<file path="src/rtl/riscv_pkg.sv">
// Shared definitions for the RISC-V core front end: the canonical NOP,
// fetch FSM state encoding and instruction size.
package riscv_pkg;

  localparam logic [31:0] NOP_INSTR   = 32'h0000_0013;
  localparam logic [31:0] INSTR_BYTES = 32'd4;

  typedef enum logic [1:0] {
    FETCH = 2'd0,
    HELD  = 2'd1,
    DRAIN = 2'd2
  } fetch_state_t;

endpackage

</file>
<file path="src/rtl/fetch_holdbuf.sv">
// Single-word holding register for an instruction fetched while decode is
// stalled; clear returns it to NOP so a dropped word can never leak out.
module fetch_holdbuf
  import riscv_pkg::*;
#(
  parameter int N = 32
) (
  input  logic         clk,
  input  logic         rst,
  input  logic         load,
  input  logic         clear,
  input  logic [N-1:0] d,
  output logic [N-1:0] q
);

  logic [N-1:0] hold_d;
  logic [N-1:0] hold_q;

  // Next buffer value: clear wins over load.
  always_comb begin
    hold_d = hold_q;
    if (clear) begin
      hold_d = N'(NOP_INSTR);
    end else if (load) begin
      hold_d = d;
    end else begin
      hold_d = hold_q;
    end
  end

  // Buffer storage.
  always_ff @(posedge clk or posedge rst) begin
    if (rst) begin
      hold_q <= N'(NOP_INSTR);
    end else begin
      hold_q <= hold_d;
    end
  end

  assign q = hold_q;

endmodule

</file>
<file path="src/rtl/fetch_stage.sv">
// Instruction fetch stage with IF/ID pipeline register: owns the PC, runs the
// req/ready handshake to instruction memory, and handles stall and redirect.
module fetch_stage
  import riscv_pkg::*;
#(
  parameter int           N        = 32,
  parameter logic [N-1:0] RESET_PC = 32'h0000_0000
) (
  input  logic         clk,
  input  logic         rst,
  input  logic         stall,
  input  logic         flush,
  input  logic [N-1:0] branch_target,
  output logic         imem_req,
  output logic [N-1:0] imem_addr,
  input  logic         imem_ready,
  input  logic [N-1:0] imem_rdata,
  output logic [N-1:0] ifid_pc,
  output logic [N-1:0] ifid_instr,
  output logic         ifid_valid,
  output logic         fetch_busy
);

  fetch_state_t state_d, state_q;
  logic [N-1:0] pc_d, pc_q;
  logic [N-1:0] redir_d, redir_q;
  logic [N-1:0] ifid_pc_d, ifid_pc_q;
  logic [N-1:0] ifid_instr_d, ifid_instr_q;
  logic         ifid_valid_d, ifid_valid_q;
  logic         req_d, req_q;
  logic         busy_d, busy_q;

  logic         hold_load_s;
  logic         hold_clear_s;
  logic [N-1:0] hold_word_s;
  logic         ready_s;
  logic [N-1:0] target_s;
  logic [N-1:0] pc_next_s;

  fetch_holdbuf #(.N(N)) u_holdbuf (
    .clk   (clk),
    .rst   (rst),
    .load  (hold_load_s),
    .clear (hold_clear_s),
    .d     (imem_rdata),
    .q     (hold_word_s)
  );

  // A ready strobe only counts against a request we actually issued.
  assign ready_s   = imem_ready & req_q;
  assign target_s  = branch_target & {{(N-2){1'b1}}, 2'b00};
  assign pc_next_s = pc_q + N'(INSTR_BYTES);

  // Next-state and IF/ID update; priority is flush, then stall, then normal flow.
  always_comb begin
    state_d      = state_q;
    pc_d         = pc_q;
    redir_d      = redir_q;
    ifid_pc_d    = ifid_pc_q;
    ifid_instr_d = ifid_instr_q;
    ifid_valid_d = ifid_valid_q;
    hold_load_s  = 1'b0;
    hold_clear_s = 1'b0;

    if (flush) begin
      ifid_valid_d = 1'b0;
      ifid_instr_d = N'(NOP_INSTR);
    end else begin
      ifid_valid_d = ifid_valid_q;
    end

    case (state_q)
      FETCH: begin
        if (flush) begin
          if (ready_s) begin
            pc_d = target_s;
          end else begin
            redir_d = target_s;
            state_d = DRAIN;
          end
        end else if (stall) begin
          if (ready_s) begin
            hold_load_s = 1'b1;
            state_d     = HELD;
          end else begin
            state_d = FETCH;
          end
        end else if (ready_s) begin
          ifid_pc_d    = pc_q;
          ifid_instr_d = imem_rdata;
          ifid_valid_d = 1'b1;
          pc_d         = pc_next_s;
        end else begin
          ifid_valid_d = 1'b0;
          ifid_instr_d = N'(NOP_INSTR);
        end
      end
      HELD: begin
        if (flush) begin
          hold_clear_s = 1'b1;
          pc_d         = target_s;
          state_d      = FETCH;
        end else if (stall) begin
          state_d = HELD;
        end else begin
          ifid_pc_d    = pc_q;
          ifid_instr_d = hold_word_s;
          ifid_valid_d = 1'b1;
          pc_d         = pc_next_s;
          hold_clear_s = 1'b1;
          state_d      = FETCH;
        end
      end
      DRAIN: begin
        // The abandoned request still has to complete before the redirect.
        if (flush && ready_s) begin
          pc_d    = target_s;
          state_d = FETCH;
        end else if (flush) begin
          redir_d = target_s;
        end else if (ready_s) begin
          pc_d    = redir_q;
          state_d = FETCH;
        end else begin
          state_d = DRAIN;
        end
      end
      default: begin
        state_d = FETCH;
      end
    endcase

    req_d  = (state_d != HELD);
    busy_d = (state_d != FETCH);
  end

  // Pipeline and control registers.
  always_ff @(posedge clk or posedge rst) begin
    if (rst) begin
      state_q      <= FETCH;
      pc_q         <= RESET_PC;
      redir_q      <= '0;
      ifid_pc_q    <= '0;
      ifid_instr_q <= N'(NOP_INSTR);
      ifid_valid_q <= 1'b0;
      req_q        <= 1'b0;
      busy_q       <= 1'b0;
    end else begin
      state_q      <= state_d;
      pc_q         <= pc_d;
      redir_q      <= redir_d;
      ifid_pc_q    <= ifid_pc_d;
      ifid_instr_q <= ifid_instr_d;
      ifid_valid_q <= ifid_valid_d;
      req_q        <= req_d;
      busy_q       <= busy_d;
    end
  end

  assign imem_req   = req_q;
  assign imem_addr  = pc_q;
  assign ifid_pc    = ifid_pc_q;
  assign ifid_instr = ifid_instr_q;
  assign ifid_valid = ifid_valid_q;
  assign fetch_busy = busy_q;

endmodule

</file>
<file path="config.mk">
export PLATFORM = sky130hd
export DESIGN_NAME = fetch_stage
export DESIGN_NICKNAME = d
export VERILOG_FILES = /design/src/rtl/riscv_pkg.sv /design/src/rtl/fetch_holdbuf.sv /design/src/rtl/fetch_stage.sv
export SDC_FILE = /design/constraint.sdc
export NUM_CORES = 1
export LEC_CHECK = 0
export BUFFER_PORTS_ARGS = -buffer_cell sky130_fd_sc_hd__buf_2
export CAP_MARGIN = 15
export CORE_MARGIN = 4
export CORE_UTILIZATION = 40
export CTS_BUF_LIST = sky130_fd_sc_hd__clkbuf_8
export CTS_CLUSTER_DIAMETER = 60
export CTS_CLUSTER_SIZE = 12
export DETAILED_ROUTE_END_ITERATION = 8
export GPL_TIMING_DRIVEN = 1
export PLACE_DENSITY = 0.73
export RECOVER_POWER = 25
export SYNTH_ARGS = -nofsm -noshare
export SYNTH_HDL_FRONTEND = slang
export SYNTH_HIERARCHICAL = 1
export SYNTH_SLANG_ARGS = --single-unit
</file>
<file path="constraint.sdc">
create_clock -name clk -period 6.7 [get_ports clk]
set_input_delay 1.005 -clock clk [delete_from_list [all_inputs] [get_ports clk]]
set_output_delay 1.005 -clock clk [all_outputs]
set_load 0.03 [all_outputs]
</file>
==> summary.md <==
| Metric | Value |
|---|---|
| CTS tree | `built` |
| Post-synth top area cell | `dfrtp_1` |
| Ports | `168` |
| Min-delay src | `ifid_pc[21]` |
| Max Cap Viol | `3` |
| Leak | `around 4.3 nW` |
| Mapped cell area | `about 7600 µm²` |
| Overflow after GRT | `0` |
| Worst path required time | `7.10 ns` |
| Synth area leaders | `dfrtp_1 (51%), mux2_2 (7.7%), mux2i_1 (4.1%), a222oi_1 (3.8%), a21oi_1 (3.8%)` |
| R2r setup slk | `between 4 and 5 ns` |
| Failing checks | `max-capacitance violations, max-slew violations` |
| Setup WS post-layout | `2.26 ns` |
| Layout Nets | `slightly above 900` |
| DRT iter0 DRCs | `around 480` |
| Final period utilization | `around two thirds` |
| Crit path time final | `4.44 ns` |
| Initial Utilization | `40.6%` |
| Yosys cell types | `62` |
| Syn Area/Cell | `10.5 µm²` |
| Cell count after synthesis | `between 700 and 800` |
| Clk Latency, worst-skew pair | `0.47 ns` |
| First-pass GRT wire length | `~34,000 µm` |
| Met2 Track Usage GR | `31.9%` |
| Hold crit path type | `flip-flop to flip-flop` |
| Clk_skew | `around 0.018 ns` |
| Hold WS | `0.483 ns` |
| Routability congestion estimate | `0.813` |
| RSZ-0062 raised after global routing | `false` |
| Routed Antenna Nets | `0` |
| H-tree depth | `4` |
| DP Wirelength | `13,900 µm` |
| Core ar. | `18,600 µm²` |
| Worst-Margin Slew | `3.27 ns` |
| Post-route insts no fill | `1,109` |
| Post-synth EDFFs | `0` |
| Root Driver | `clkbuf_8` |
| Vias per std cell | `5.71` |
| Setup TNS | `0 ns` |
| WHS Path Cells | `2` |
| Top FF cell, synth | `dfrtp_1` |
| Highest Clock Rate | `225 MHz` |
| Hold EP | `ifid_pc[21]` |
| Largest net degree at the start of global routing | `between 60 and 70` |
| Rel. slew slack | `-119%` |
| Finished Cell Area | `8990 µm²` |
| Sinks on the clock net | `approximately 160` |
| Layout Area Growth over Synthesis | `18.8%` |
| PwrDens | `roughly 360 nW/µm²` |
| M3 GR Usage | `under 10%` |
| Layout cells sized above 1 | `31.5%` |
| Gr busiest metal | `met2` |
| Die area | `21,200 µm²` |
| R2R depth | `5` |
| Reg2reg start | `state_q[0]` |
| Count leader, synth | `dfrtp_1` |
| Die width | `146 µm` |
| Final wirelength | `21,100 µm` |
| Fin util | `48.2%` |
| Sequential-to-total area share from yosys stat | `between 50% and 60%` |
| Vias | `6,328` |
| Worst Path Arrival | `roughly 4.8 ns` |
| Ys async rst share | `100%` |
| Pre-CTS WS | `3.02 ns` |
| Tot Pwr | `roughly 3.3 mW` |
| Clock buffer depth | `2` |
| Setup crit start kind | `input pin` |
| Antenna violations before repair | `3` |
| Synth Warn # | `6` |
| Top cell type's share of synthesized area | `50.6%` |
| Pins Over Slew Limit | `149` |
| Post-CTS Setup Bufs | `0` |
| Top cells by count, synth | `dfrtp_1 (153), nor2_1 (61), a21oi_1 (57)` |
| Grt met1 use | `25.9%` |
| Placed Area | `around 8500 µm²` |
| Hold_buf cts | `0` |
| Status | `finished with violations` |
| Kind of critical path | `input pin to flip-flop` |
| Total CTS buffers | `17` |
| Setup-failing EPs final | `0` |
| Overall Global Routing Usage | `20.2%` |
| First-pass DRT Iterations | `7` |
| DR DRC count | `0` |
| Die height | `between 100 and 150 µm` |
| Fin. Hold Viols | `0` |
| Average wire per standard cell | `19.1 µm` |
| Resized cells post-CTS | `0` |
| Reg2reg end | `imem_addr[8]` |
| Worst IR Drop VDD | `183 µV` |
| Placed insts | `1,075` |
| Num rows | `50` |
| Seq cells post-synth | `159` |
| Vias in the first global route | `about 6,300` |
| CP Capture Type | `flip-flop` |
| IO buf count | `161` |
| CP max FO | `46` |
| Clk slew on worst S/H paths | `0.10 ns` |
==> where the power goes <==
| part | total [mW] | internal (mW) | leakage [nW] | switching [mW] |
|---|---|---|---|---|
| Combinational | 1.03 | 0.358 | 2.10 | 0.670 |
| Clock | 0.818 | 0.443 | 0.231 | 0.375 |
| Sequential | 1.43 | 1.21 | 1.95 | 0.221 |
| Total | 3.28 | 2.01 | 4.28 | 1.26 |
==> cell families (layout without fill, tap and decap cells) <==
kind of cell	Yosys count	in the layout	synth area share, %
AND/OR/NAND/NOR	188	188	12.2
buffers and inverters	99	250	5.83
AO/OA/AOI/OAI	188	188	17.1
other	1	5	0.0495
adder cells (fa/ha/maj)	1	1	0.165
XOR/XNOR	1	1	0.116
multiplexers	83	83	11.8
flip-flops	159	159	52.7
==> placed cells by master, fill, tap and decap left out, drive strengths merged, types with 5 or more instances in the layout <==
master	synthesis	routed
a211o	7	7
mux2i	31	31
o21ai	31	31
a222oi	29	29
a21oi	57	57
dfstp	6	6
clkbuf	32	21
a211oi	6	6
bufinv	0	5
nor4	7	7
nand2	52	52
nand4	12	12
mux2	52	52
a31oi	10	10
o22ai	7	7
nor2	62	62
nor3	10	10
buf	21	168
clkinv	0	7
inv	46	47
o32a	6	6
dfrtp	153	153
nand3	22	22
nand2b	6	6
==> registers in the layout (all words and copies together), names as in the netlist <==
register     count
fetch_busy       1
ifid_pc         30
redir_q         30
imem_req         1
state_q          2
u_holdbuf/q     32
ifid_instr      32
ifid_valid       1
imem_addr       30
==> worst max path at each step <==
stage	from	endpoint	slack, ns	cells after the start
after floorplan	rst	fetch_busy	2.32	1
after global placement	flush	imem_addr[8]	3.08	6
after CTS	flush	imem_addr[7]	3.51	6
after detailed placement	flush	imem_addr[8]	3.02	6
after global routing	flush	imem_addr[16]	2.02	6
final	flush	imem_addr[8]	2.26	6
==> critical path, cell delays in order <==
cell      delay, ns
clkbuf_1       1.57
nand3_1        1.15
nand2_1        0.64
o32a_1         0.22
o21ai_0        0.08
a21oi_1        0.16
==> per-layer routing <==
layer | vias to the layer above | routed length, µm
li1 | 2904 | -
met1 | 3127 | 8690
met2 | 262 | 9850
met3 | 31 | 2180
met4 | 4 | 388
met5 | - | 27
==> layout make-up <==
cell class	count	area, µm²
fillers	1741	9650
flip-flops and latches	159	3990
multi-input cells	465	3180
repair buffers	172	901
well taps	234	293
clock buffers	17	234
clock inverters	15	220
inverters	46	174
diodes	1	2.50
Note: power is estimated with default switching activity, not from simulation.
